$ cat config.mk
export PLATFORM = sky130hd
export DESIGN_NAME = fp_addsub_seq
export DESIGN_NICKNAME = d
export VERILOG_FILES = /design/src/rtl/fpu_pkg.sv /design/src/rtl/fp_round_incr.sv /design/src/rtl/fp_addsub_seq.sv
export SDC_FILE = /design/constraint.sdc
export NUM_CORES = 1
export LEC_CHECK = 0
export ABC_AREA = 1
export CAP_MARGIN = 20
export CORE_MARGIN = 8
export CORE_UTILIZATION = 50
export DETAILED_ROUTE_END_ITERATION = 12
export PLACE_DENSITY_LB_ADDON = 0.05
export REMOVE_ABC_BUFFERS = 1
export SLEW_MARGIN = 25
export SYNTH_ARGS = -nofsm -noshare
export SYNTH_HDL_FRONTEND = slang
export SYNTH_SLANG_ARGS = --single-unit
export TNS_END_PERCENT = 100
$ cat constraint.sdc
create_clock -name clk_in -period 7.3 [get_ports clk_in]
set_input_delay 2.19 -clock clk_in [delete_from_list [all_inputs] [get_ports clk_in]]
set_output_delay 2.19 -clock clk_in [all_outputs]
set_load 0.01 [all_outputs]
$ cat src/rtl/fpu_pkg.sv
// ---------------------------------------------------------------------------
// fpu_pkg
// Shared definitions for the sequential FPU arithmetic units.
//   - fp_state_t      : control states of the multi-cycle add/sub sequencer
//   - RM_*            : rounding-mode encodings carried on rnd_mode[1:0]
//   - FLAG_*          : bit positions of the exception flags in a flag vector
//   - canonical_qnan, is_nan, is_snan, is_inf : classification helpers that
//     work on any format up to FP_MAX_W bits.  The operand is passed
//     zero-extended to FP_MAX_W, together with its exponent and fraction widths.
// ---------------------------------------------------------------------------
package fpu_pkg;

   localparam int FP_MAX_W = 64;

   typedef enum logic [2:0] {
      ST_IDLE,
      ST_ALIGN,
      ST_ADD,
      ST_NORM,
      ST_ROUND,
      ST_DONE
   } fp_state_t;

   localparam logic [1:0] RM_RNE = 2'b00;
   localparam logic [1:0] RM_RTZ = 2'b01;
   localparam logic [1:0] RM_RUP = 2'b10;
   localparam logic [1:0] RM_RDN = 2'b11;

   localparam int FLAG_ZERO      = 0;
   localparam int FLAG_INEXACT   = 1;
   localparam int FLAG_UNDERFLOW = 2;
   localparam int FLAG_OVERFLOW  = 3;
   localparam int FLAG_INVALID   = 4;
   localparam int FLAG_COUNT     = 5;

   // Biased exponent field, right-justified
   function automatic logic [FP_MAX_W-1:0] exp_field(input logic [FP_MAX_W-1:0] x,
                                                      input int exp_w, input int frac_w);
      return (x >> frac_w) & ((FP_MAX_W'(1) << exp_w) - FP_MAX_W'(1));
   endfunction

   // Stored fraction field
   function automatic logic [FP_MAX_W-1:0] frac_field(input logic [FP_MAX_W-1:0] x,
                                                       input int frac_w);
      return x & ((FP_MAX_W'(1) << frac_w) - FP_MAX_W'(1));
   endfunction

   // Positive quiet NaN with only the fraction MSB set
   function automatic logic [FP_MAX_W-1:0] canonical_qnan(input int exp_w, input int frac_w);
      return (((FP_MAX_W'(1) << exp_w) - FP_MAX_W'(1)) << frac_w) |
             (FP_MAX_W'(1) << (frac_w - 1));
   endfunction

   function automatic logic is_nan(input logic [FP_MAX_W-1:0] x,
                                   input int exp_w, input int frac_w);
      return (exp_field(x, exp_w, frac_w) == ((FP_MAX_W'(1) << exp_w) - FP_MAX_W'(1))) &&
             (frac_field(x, frac_w) != '0);
   endfunction

   // Signalling NaN: a NaN whose fraction MSB is clear
   function automatic logic is_snan(input logic [FP_MAX_W-1:0] x,
                                    input int exp_w, input int frac_w);
      return is_nan(x, exp_w, frac_w) &&
             (((x >> (frac_w - 1)) & FP_MAX_W'(1)) == '0);
   endfunction

   function automatic logic is_inf(input logic [FP_MAX_W-1:0] x,
                                   input int exp_w, input int frac_w);
      return (exp_field(x, exp_w, frac_w) == ((FP_MAX_W'(1) << exp_w) - FP_MAX_W'(1))) &&
             (frac_field(x, frac_w) == '0);
   endfunction

endpackage

$ cat src/rtl/fp_round_incr.sv
// ---------------------------------------------------------------------------
// fp_round_incr
// Combinational rounding decision shared by the FPU arithmetic units.
// Ports:
//   lsb, g, r, s : last kept mantissa bit and guard/round/sticky bits
//   sign         : sign of the value being rounded
//   rnd_mode     : RM_RNE / RM_RTZ / RM_RUP / RM_RDN
//   increment    : add one ulp to the kept mantissa
//   inexact      : discarded bits were nonzero
// ---------------------------------------------------------------------------
module fp_round_incr
   import fpu_pkg::*;
(
   input  logic       lsb,
   input  logic       g,
   input  logic       r,
   input  logic       s,
   input  logic       sign,
   input  logic [1:0] rnd_mode,
   output logic       increment,
   output logic       inexact
);

   // Directed modes only bump the magnitude when rounding away from zero
   // moves toward their infinity; RNE breaks an exact tie using the LSB.
   always_comb begin
      inexact   = g | r | s;
      increment = 1'b0;
      case (rnd_mode)
         RM_RNE:  increment = g & (r | s | lsb);
         RM_RTZ:  increment = 1'b0;
         RM_RUP:  increment = ~sign & (g | r | s);
         RM_RDN:  increment = sign & (g | r | s);
         default: increment = 1'b0;
      endcase
   end

endmodule

$ cat src/rtl/fp_addsub_seq.sv
// ---------------------------------------------------------------------------
// fp_addsub_seq
// Multi-cycle IEEE 754 add/subtract with denormals, four rounding modes and
// five exception flags.  One operation in flight; valid/ready on both sides.
// Ports:
//   clk_in, rst         : clock, synchronous active-high reset
//   in_valid / in_ready : operand handshake (in_ready high only when idle)
//   opa, opb            : packed operands
//   op_sub              : 1 = A-B, 0 = A+B
//   rnd_mode            : 00 RNE, 01 RTZ, 10 RUP, 11 RDN
//   out_valid/out_ready : result handshake; result and flags held until taken
//   result              : packed result
//   invalid, overflow, underflow, inexact, zero : exception/status flags
// ---------------------------------------------------------------------------
module fp_addsub_seq
   import fpu_pkg::*;
#(
   parameter  int EXP_W  = 8,
   parameter  int FRAC_W = 23,
   localparam int W      = EXP_W + FRAC_W + 1
) (
   input  logic         clk_in,
   input  logic         rst,
   input  logic         in_valid,
   output logic         in_ready,
   input  logic [W-1:0] opa,
   input  logic [W-1:0] opb,
   input  logic         op_sub,
   input  logic [1:0]   rnd_mode,
   output logic         out_valid,
   input  logic         out_ready,
   output logic [W-1:0] result,
   output logic         invalid,
   output logic         overflow,
   output logic         underflow,
   output logic         inexact,
   output logic         zero
);

   // Mantissa layout: carry, hidden, fraction, G, R, S
   localparam int MW    = FRAC_W + 5;
   localparam int SHMAX = FRAC_W + 3;
   localparam logic [EXP_W:0] EXP_ONE = (EXP_W + 1)'(1);

   fp_state_t             state;
   logic [W-1:0]          a_r, b_r;
   logic [1:0]            rnd_r;
   logic [MW-1:0]         ma_r, mb_r, m_r;
   logic [EXP_W:0]        exp_r;
   logic                  sign_r, eff_sub_r;
   logic [W-1:0]          result_r;
   logic [FLAG_COUNT-1:0] flags_r;
   logic                  out_valid_r;

   logic                  swap, big_sign;
   logic [EXP_W-1:0]      big_exp, small_exp, big_exp_eff, small_exp_eff;
   logic [EXP_W-1:0]      exp_diff, shift_amt;
   logic [FRAC_W-1:0]     big_frac, small_frac;
   logic [MW-1:0]         big_mant, small_mant, small_aligned;
   logic [2*MW-1:0]       shift_wide;

   logic                  a_nan, b_nan, a_snan, b_snan, a_inf, b_inf, a_zero, b_zero;
   logic [W-1:0]          qnan_val;
   logic                  zero_sign;

   logic [MW-1:0]         add_sum;

   logic                  rnd_incr, rnd_inexact;
   logic [FRAC_W+1:0]     rnd_sum;
   logic                  fin_hidden, fin_ovf, to_inf;
   logic [FRAC_W-1:0]     fin_frac;
   logic [EXP_W:0]        fin_exp;
   logic [W-1:0]          rnd_result;
   logic [FLAG_COUNT-1:0] rnd_flags;

   assign in_ready  = (state == ST_IDLE);
   assign out_valid = out_valid_r;
   assign result    = result_r;
   assign invalid   = flags_r[FLAG_INVALID];
   assign overflow  = flags_r[FLAG_OVERFLOW];
   assign underflow = flags_r[FLAG_UNDERFLOW];
   assign inexact   = flags_r[FLAG_INEXACT];
   assign zero      = flags_r[FLAG_ZERO];

   // Special-operand classification of the captured operands.  B already
   // carries the effective sign, so A-B is handled as A+(-B) throughout.
   assign a_nan     = is_nan(FP_MAX_W'(a_r), EXP_W, FRAC_W);
   assign b_nan     = is_nan(FP_MAX_W'(b_r), EXP_W, FRAC_W);
   assign a_snan    = is_snan(FP_MAX_W'(a_r), EXP_W, FRAC_W);
   assign b_snan    = is_snan(FP_MAX_W'(b_r), EXP_W, FRAC_W);
   assign a_inf     = is_inf(FP_MAX_W'(a_r), EXP_W, FRAC_W);
   assign b_inf     = is_inf(FP_MAX_W'(b_r), EXP_W, FRAC_W);
   assign a_zero    = (a_r[W-2:0] == '0);
   assign b_zero    = (b_r[W-2:0] == '0);
   assign qnan_val  = W'(canonical_qnan(EXP_W, FRAC_W));
   assign zero_sign = (a_r[W-1] == b_r[W-1]) ? a_r[W-1] : (rnd_r == RM_RDN);

   // Alignment: the exponent/fraction bits compare as an unsigned magnitude,
   // so the larger operand is found without unpacking.  Denormals use
   // effective exponent 1 with a zero hidden bit.  The smaller mantissa is
   // shifted through a double-width window whose low half collapses into S.
   always_comb begin
      swap          = b_r[W-2:0] > a_r[W-2:0];
      big_sign      = swap ? b_r[W-1] : a_r[W-1];
      big_exp       = swap ? b_r[W-2:FRAC_W] : a_r[W-2:FRAC_W];
      small_exp     = swap ? a_r[W-2:FRAC_W] : b_r[W-2:FRAC_W];
      big_frac      = swap ? b_r[FRAC_W-1:0] : a_r[FRAC_W-1:0];
      small_frac    = swap ? a_r[FRAC_W-1:0] : b_r[FRAC_W-1:0];
      big_exp_eff   = (big_exp == '0) ? EXP_W'(1) : big_exp;
      small_exp_eff = (small_exp == '0) ? EXP_W'(1) : small_exp;
      big_mant      = {1'b0, big_exp != '0, big_frac, 3'b000};
      small_mant    = {1'b0, small_exp != '0, small_frac, 3'b000};
      exp_diff      = big_exp_eff - small_exp_eff;
      shift_amt     = (exp_diff > EXP_W'(SHMAX)) ? EXP_W'(SHMAX) : exp_diff;
      shift_wide    = {small_mant, {MW{1'b0}}} >> shift_amt;
      small_aligned = shift_wide[2*MW-1:MW] | {{(MW-1){1'b0}}, |shift_wide[MW-1:0]};
   end

   // A has the larger magnitude, so the difference never goes negative.
   always_comb begin
      add_sum = eff_sub_r ? (ma_r - mb_r) : (ma_r + mb_r);
   end

   fp_round_incr u_round (
      .lsb       (m_r[3]),
      .g         (m_r[2]),
      .r         (m_r[1]),
      .s         (m_r[0]),
      .sign      (sign_r),
      .rnd_mode  (rnd_r),
      .increment (rnd_incr),
      .inexact   (rnd_inexact)
   );

   // Rounding and packing.  A carry out of the increment leaves an all-zero
   // fraction with exponent+1.  A denormal that rounds up into the hidden bit
   // becomes the smallest normal naturally, because its exponent is already 1.
   // Overflow picks infinity or max-finite depending on the rounding direction.
   always_comb begin
      rnd_sum = {1'b0, m_r[MW-2:3]} + {{(FRAC_W+1){1'b0}}, rnd_incr};
      if (rnd_sum[FRAC_W+1]) begin
         fin_hidden = 1'b1;
         fin_frac   = rnd_sum[FRAC_W:1];
         fin_exp    = exp_r + EXP_ONE;
      end else begin
         fin_hidden = rnd_sum[FRAC_W];
         fin_frac   = rnd_sum[FRAC_W-1:0];
         fin_exp    = exp_r;
      end
      fin_ovf = fin_hidden && (fin_exp >= {1'b0, {EXP_W{1'b1}}});
      to_inf  = (rnd_r == RM_RNE) || ((rnd_r == RM_RUP) && !sign_r) ||
                ((rnd_r == RM_RDN) && sign_r);
      if (fin_ovf) begin
         rnd_result = to_inf ? {sign_r, {EXP_W{1'b1}}, {FRAC_W{1'b0}}}
                             : {sign_r, {{(EXP_W-1){1'b1}}, 1'b0}, {FRAC_W{1'b1}}};
      end else begin
         rnd_result = {sign_r, fin_hidden ? fin_exp[EXP_W-1:0] : {EXP_W{1'b0}}, fin_frac};
      end
      rnd_flags                 = '0;
      rnd_flags[FLAG_OVERFLOW]  = fin_ovf;
      rnd_flags[FLAG_INEXACT]   = rnd_inexact | fin_ovf;
      rnd_flags[FLAG_UNDERFLOW] = !fin_hidden && rnd_inexact;
      rnd_flags[FLAG_ZERO]      = !fin_ovf && !fin_hidden && (fin_frac == '0);
   end

   // Sequencer.  Specials resolve in ALIGN and jump straight to DONE; normal
   // operands go ALIGN -> ADD -> NORM (one left shift per cycle) -> ROUND.
   // Result and flags are registered on entry to DONE and held until taken.
   always_ff @(posedge clk_in) begin
      if (rst) begin
         state       <= ST_IDLE;
         a_r         <= '0;
         b_r         <= '0;
         rnd_r       <= RM_RNE;
         ma_r        <= '0;
         mb_r        <= '0;
         m_r         <= '0;
         exp_r       <= '0;
         sign_r      <= 1'b0;
         eff_sub_r   <= 1'b0;
         result_r    <= '0;
         flags_r     <= '0;
         out_valid_r <= 1'b0;
      end else begin
         case (state)
            ST_IDLE: begin
               if (in_valid) begin
                  a_r   <= opa;
                  b_r   <= opb ^ {op_sub, {(W-1){1'b0}}};
                  rnd_r <= rnd_mode;
                  state <= ST_ALIGN;
               end
            end
            ST_ALIGN: begin
               if (a_nan || b_nan) begin
                  result_r               <= qnan_val;
                  flags_r                <= '0;
                  flags_r[FLAG_INVALID]  <= a_snan | b_snan;
                  out_valid_r            <= 1'b1;
                  state                  <= ST_DONE;
               end else if (a_inf && b_inf && (a_r[W-1] != b_r[W-1])) begin
                  result_r               <= qnan_val;
                  flags_r                <= '0;
                  flags_r[FLAG_INVALID]  <= 1'b1;
                  out_valid_r            <= 1'b1;
                  state                  <= ST_DONE;
               end else if (a_inf || b_inf) begin
                  result_r               <= a_inf ? a_r : b_r;
                  flags_r                <= '0;
                  out_valid_r            <= 1'b1;
                  state                  <= ST_DONE;
               end else if (a_zero && b_zero) begin
                  result_r               <= {zero_sign, {(W-1){1'b0}}};
                  flags_r                <= '0;
                  flags_r[FLAG_ZERO]     <= 1'b1;
                  out_valid_r            <= 1'b1;
                  state                  <= ST_DONE;
               end else begin
                  ma_r      <= big_mant;
                  mb_r      <= small_aligned;
                  exp_r     <= {1'b0, big_exp_eff};
                  sign_r    <= big_sign;
                  eff_sub_r <= a_r[W-1] ^ b_r[W-1];
                  state     <= ST_ADD;
               end
            end
            ST_ADD: begin
               m_r <= add_sum;
               if (add_sum == '0) begin
                  sign_r <= (rnd_r == RM_RDN);
               end
               state <= ST_NORM;
            end
            ST_NORM: begin
               if (m_r[MW-1]) begin
                  m_r   <= {1'b0, m_r[MW-1:2], m_r[1] | m_r[0]};
                  exp_r <= exp_r + EXP_ONE;
                  state <= ST_ROUND;
               end else if (!m_r[MW-2] && (m_r != '0) && (exp_r > EXP_ONE)) begin
                  m_r   <= m_r << 1;
                  exp_r <= exp_r - EXP_ONE;
               end else begin
                  state <= ST_ROUND;
               end
            end
            ST_ROUND: begin
               result_r    <= rnd_result;
               flags_r     <= rnd_flags;
               out_valid_r <= 1'b1;
               state       <= ST_DONE;
            end
            ST_DONE: begin
               if (out_ready) begin
                  out_valid_r <= 1'b0;
                  state       <= ST_IDLE;
               end
            end
            default: state <= ST_IDLE;
         endcase
      end
   end

endmodule

==> summary.md <==
| Metric | Value |
|---|---|
| Unique masters post-synth | 61 |
| Post-DP HPWL | 42.3 mm |
| GRT overflow | 0 |
| Syn Area/Cell | 6.30 um^2 |
| TNS Setup | 0 ps |
| Run status | finished, final reports clean |
| Clock buffer depth | 2 |
| Max-capacitance violation count | 0 |
| Core area | 0.0312 mm^2 |
| First-pass GRT wire length | 85.3 mm |
| Crit path time final | 6630 ps |
| Initial DRC Count | 1,404 |
| Initial antenna violation count | 0 |
| Rows | 65 |
| Area growth from synthesis to layout | 11.6% |
| Layout cell share with drive strength beyond 1 | 4.83% |
| Routed met1 length | 23.6 mm |
| DR vias | 16,900 |
| Largest net degree at the start of global routing | 79 |
| Overall die area | 0.0373 mm^2 |
| WL final | 53.7 mm |
| Synth Instances | 2,492 |
| Vias in the first global route | 15,900 |
| Worst-path clk slew | 90 ps |
| Max_slew headroom | 35.6% |
| Inserted Diodes | 0 |
| DRT Pass-1 Iters | 6 |
| Slowest CP cell | o21ai_0 |
| H-Tree Depth | 4 |
| Cell with the most instances on the worst path | nand2_1 |
| RePlAce Congestion | 1.00 |
| Flops & latches, synth | 197 |
| # DRC | 0 |
| Maximum fanout along the worst path | 48 |
| Synthesized cell area | 0.0157 mm^2 |
| Top Layer Used | met4 |
| WL per Instance | 18.3 um |
| CP Capture Type | register |
| Global-route usage over all layers | 28.8% |
| CP peak stage delay | 670 ps |
| Metal2 WL | 25.8 mm |
| Asr flop ratio synth | 0% |
| Ports | 110 |
| Final Setup Violations | 0 |
| TritonCTS Buffers | 17 |
| TritonCTS clock tree | built |
| Root buf cell | clkbuf_16 |
| Fin cells | 2,930 |
| Clk sinks | 197 |
| Clock Skew | 18.0 ps |
| Final Cycle Share | 90.9% |
| Crit path required time | 7670 ps |
| Post-CTS Setup Bufs | 0 |
| Die height | 193 um |
| CTS Hold Buffers Added | 0 |
| Initial core utilization | 50.2% |
| Commonest cells post-synth | nand2_1 (622), inv_1 (295), o21ai_0 (220) |
| Critical path class | reg2reg |
| Arrival time worst endpoint | 7000 ps |
| Crit path launch type | register |
| Cell with the most instances after synthesis | nand2_1 |
| Worst hold path type | reg2reg |
| Top-area cell type share of the netlist area | 25.1% |
| Antenna-violating nets left | 0 |
| Vias/cell | 5.78 |
| Die Width | 193 um |
| RSZ-0062 raised after global routing | no |
| Slew Viols, Final | 0 |
| WHS | 469 ps |
| Placed cells | 2,898 |
| Clock latency on the worst-skew pair | 470 ps |
| Achievable frequency | 151 MHz |
| Synth area leaders | dfxtp_1 (25%), nand2_1 (15%), ha_1 (7.4%), inv_1 (7.1%), o21ai_0 (7.0%) |
| Final hold vios | 0 |
| Number of gates resized after cts | 0 |
| Met3 WL | 2.84 mm |
| Area leader, netlist | dfxtp_1 |
| Port Buf Inserts | 109 |
| Finished Core Util | 56.1% |
| Register area share after synthesis | 25.1% |
| Post-synth EDFFs | 0 |
| Yosys warns | 0 |
| Top_reg_cell synth | dfxtp_1 |
| Worst-margin pin slew | 964 ps |
| Nets | 2,681 |
==> cells by family (layout without fill, tap and decap cells) <==
logic type	count (synthesis)	after routing	synth area share, %
DFF	197	197	25.1
AOI/OAI and AO/OA	595	595	22.0
buffers and inverters	429	465	10.8
and+or+nand+nor	1117	1117	31.1
xor gates and xnor gates	59	59	3.29
adders and majority gates	95	95	7.67
==> flip-flops by register name, summed over array words and instances, names as in the netlist <==
| name | count |
|---|---|
| mb_r | 27 |
| flags_r | 5 |
| b_r | 32 |
| m_r | 28 |
| exp_r | 9 |
| ma_r | 24 |
| out_valid | 1 |
| state | 3 |
| eff_sub_r | 1 |
| a_r | 32 |
| sign_r | 1 |
| result | 32 |
| rnd_r | 2 |
==> worst max-delay path: cells and delay by family, from the launching register on <==
kind,cells,cell delay (ps)
and+or+nand+nor,24,3110
buffers and inverters,5,900
AOI/OAI and AO/OA,3,880
adders and majority gates,3,840
DFF,1,430
xor gates and xnor gates,1,320
==> layout by cell type, fill, tap and decap left out, types with 5 or more instances in the layout <==
master,netlist,routed
inv_1,295,294
or2_2,14,14
ha_1,93,93
a221oi_1,39,39
nand3_1,191,191
clkbuf_16,0,17
nor2_1,171,167
xor2_1,53,53
nand2_1,622,621
o21ai_2,10,10
a21oi_1,219,219
a31oi_1,13,13
dfxtp_1,197,197
nand4_1,41,41
nand3b_1,5,5
o21ai_0,220,220
clkdlybuf4s50_1,0,108
o21bai_1,5,5
nor2_4,4,5
xnor2_1,6,6
nor4_1,16,16
a21o_1,5,5
o21ai_1,9,9
o221ai_1,28,28
nor3_1,23,23
o31ai_1,8,8
a211oi_1,7,7
buf_4,3,17
o22ai_1,6,6
o211ai_1,5,5
nor2_2,9,12
inv_2,9,9
==> final cells by class <==
| class | count | area (um^2) |
|---|---|---|
| clock inverters | 15 | 194 |
| flip-flops and latches | 197 | 3940 |
| fillers | 3182 | 13700 |
| inverters | 307 | 1150 |
| well taps | 402 | 503 |
| repair buffers | 126 | 1210 |
| multi-input cells | 1866 | 10100 |
| clock buffers | 17 | 425 |
==> final timing paths <==
kind	startpoint	endpoint	slack (ps)	depth (start not counted)
worst max-delay path	a_r[28]	mb_r[0]	670	36
worst min-delay path	flags_r[3]	flags_r[3]	470	2
worst max register to register	a_r[28]	mb_r[0]	670	36
worst min register to register	flags_r[3]	flags_r[3]	470	2
==> stage by stage <==
stage,setup WS (ps),instance area [um^2]
finish,666,17500
floorplan,986,15100
global route,68.8,17500
detailed placement,788,16900
CTS,753,17500
global placement,813,16900
==> layer usage <==
layer  GRT usage (%)  vias up
met5               0        -
met4            8.99        0
met3            4.10       78
met2            50.0      519
met1            36.5     7961
li1                -     8389
Power is not shown: default switching activity piles up to over one toggle a cycle in this logic, so the estimate is an artifact.
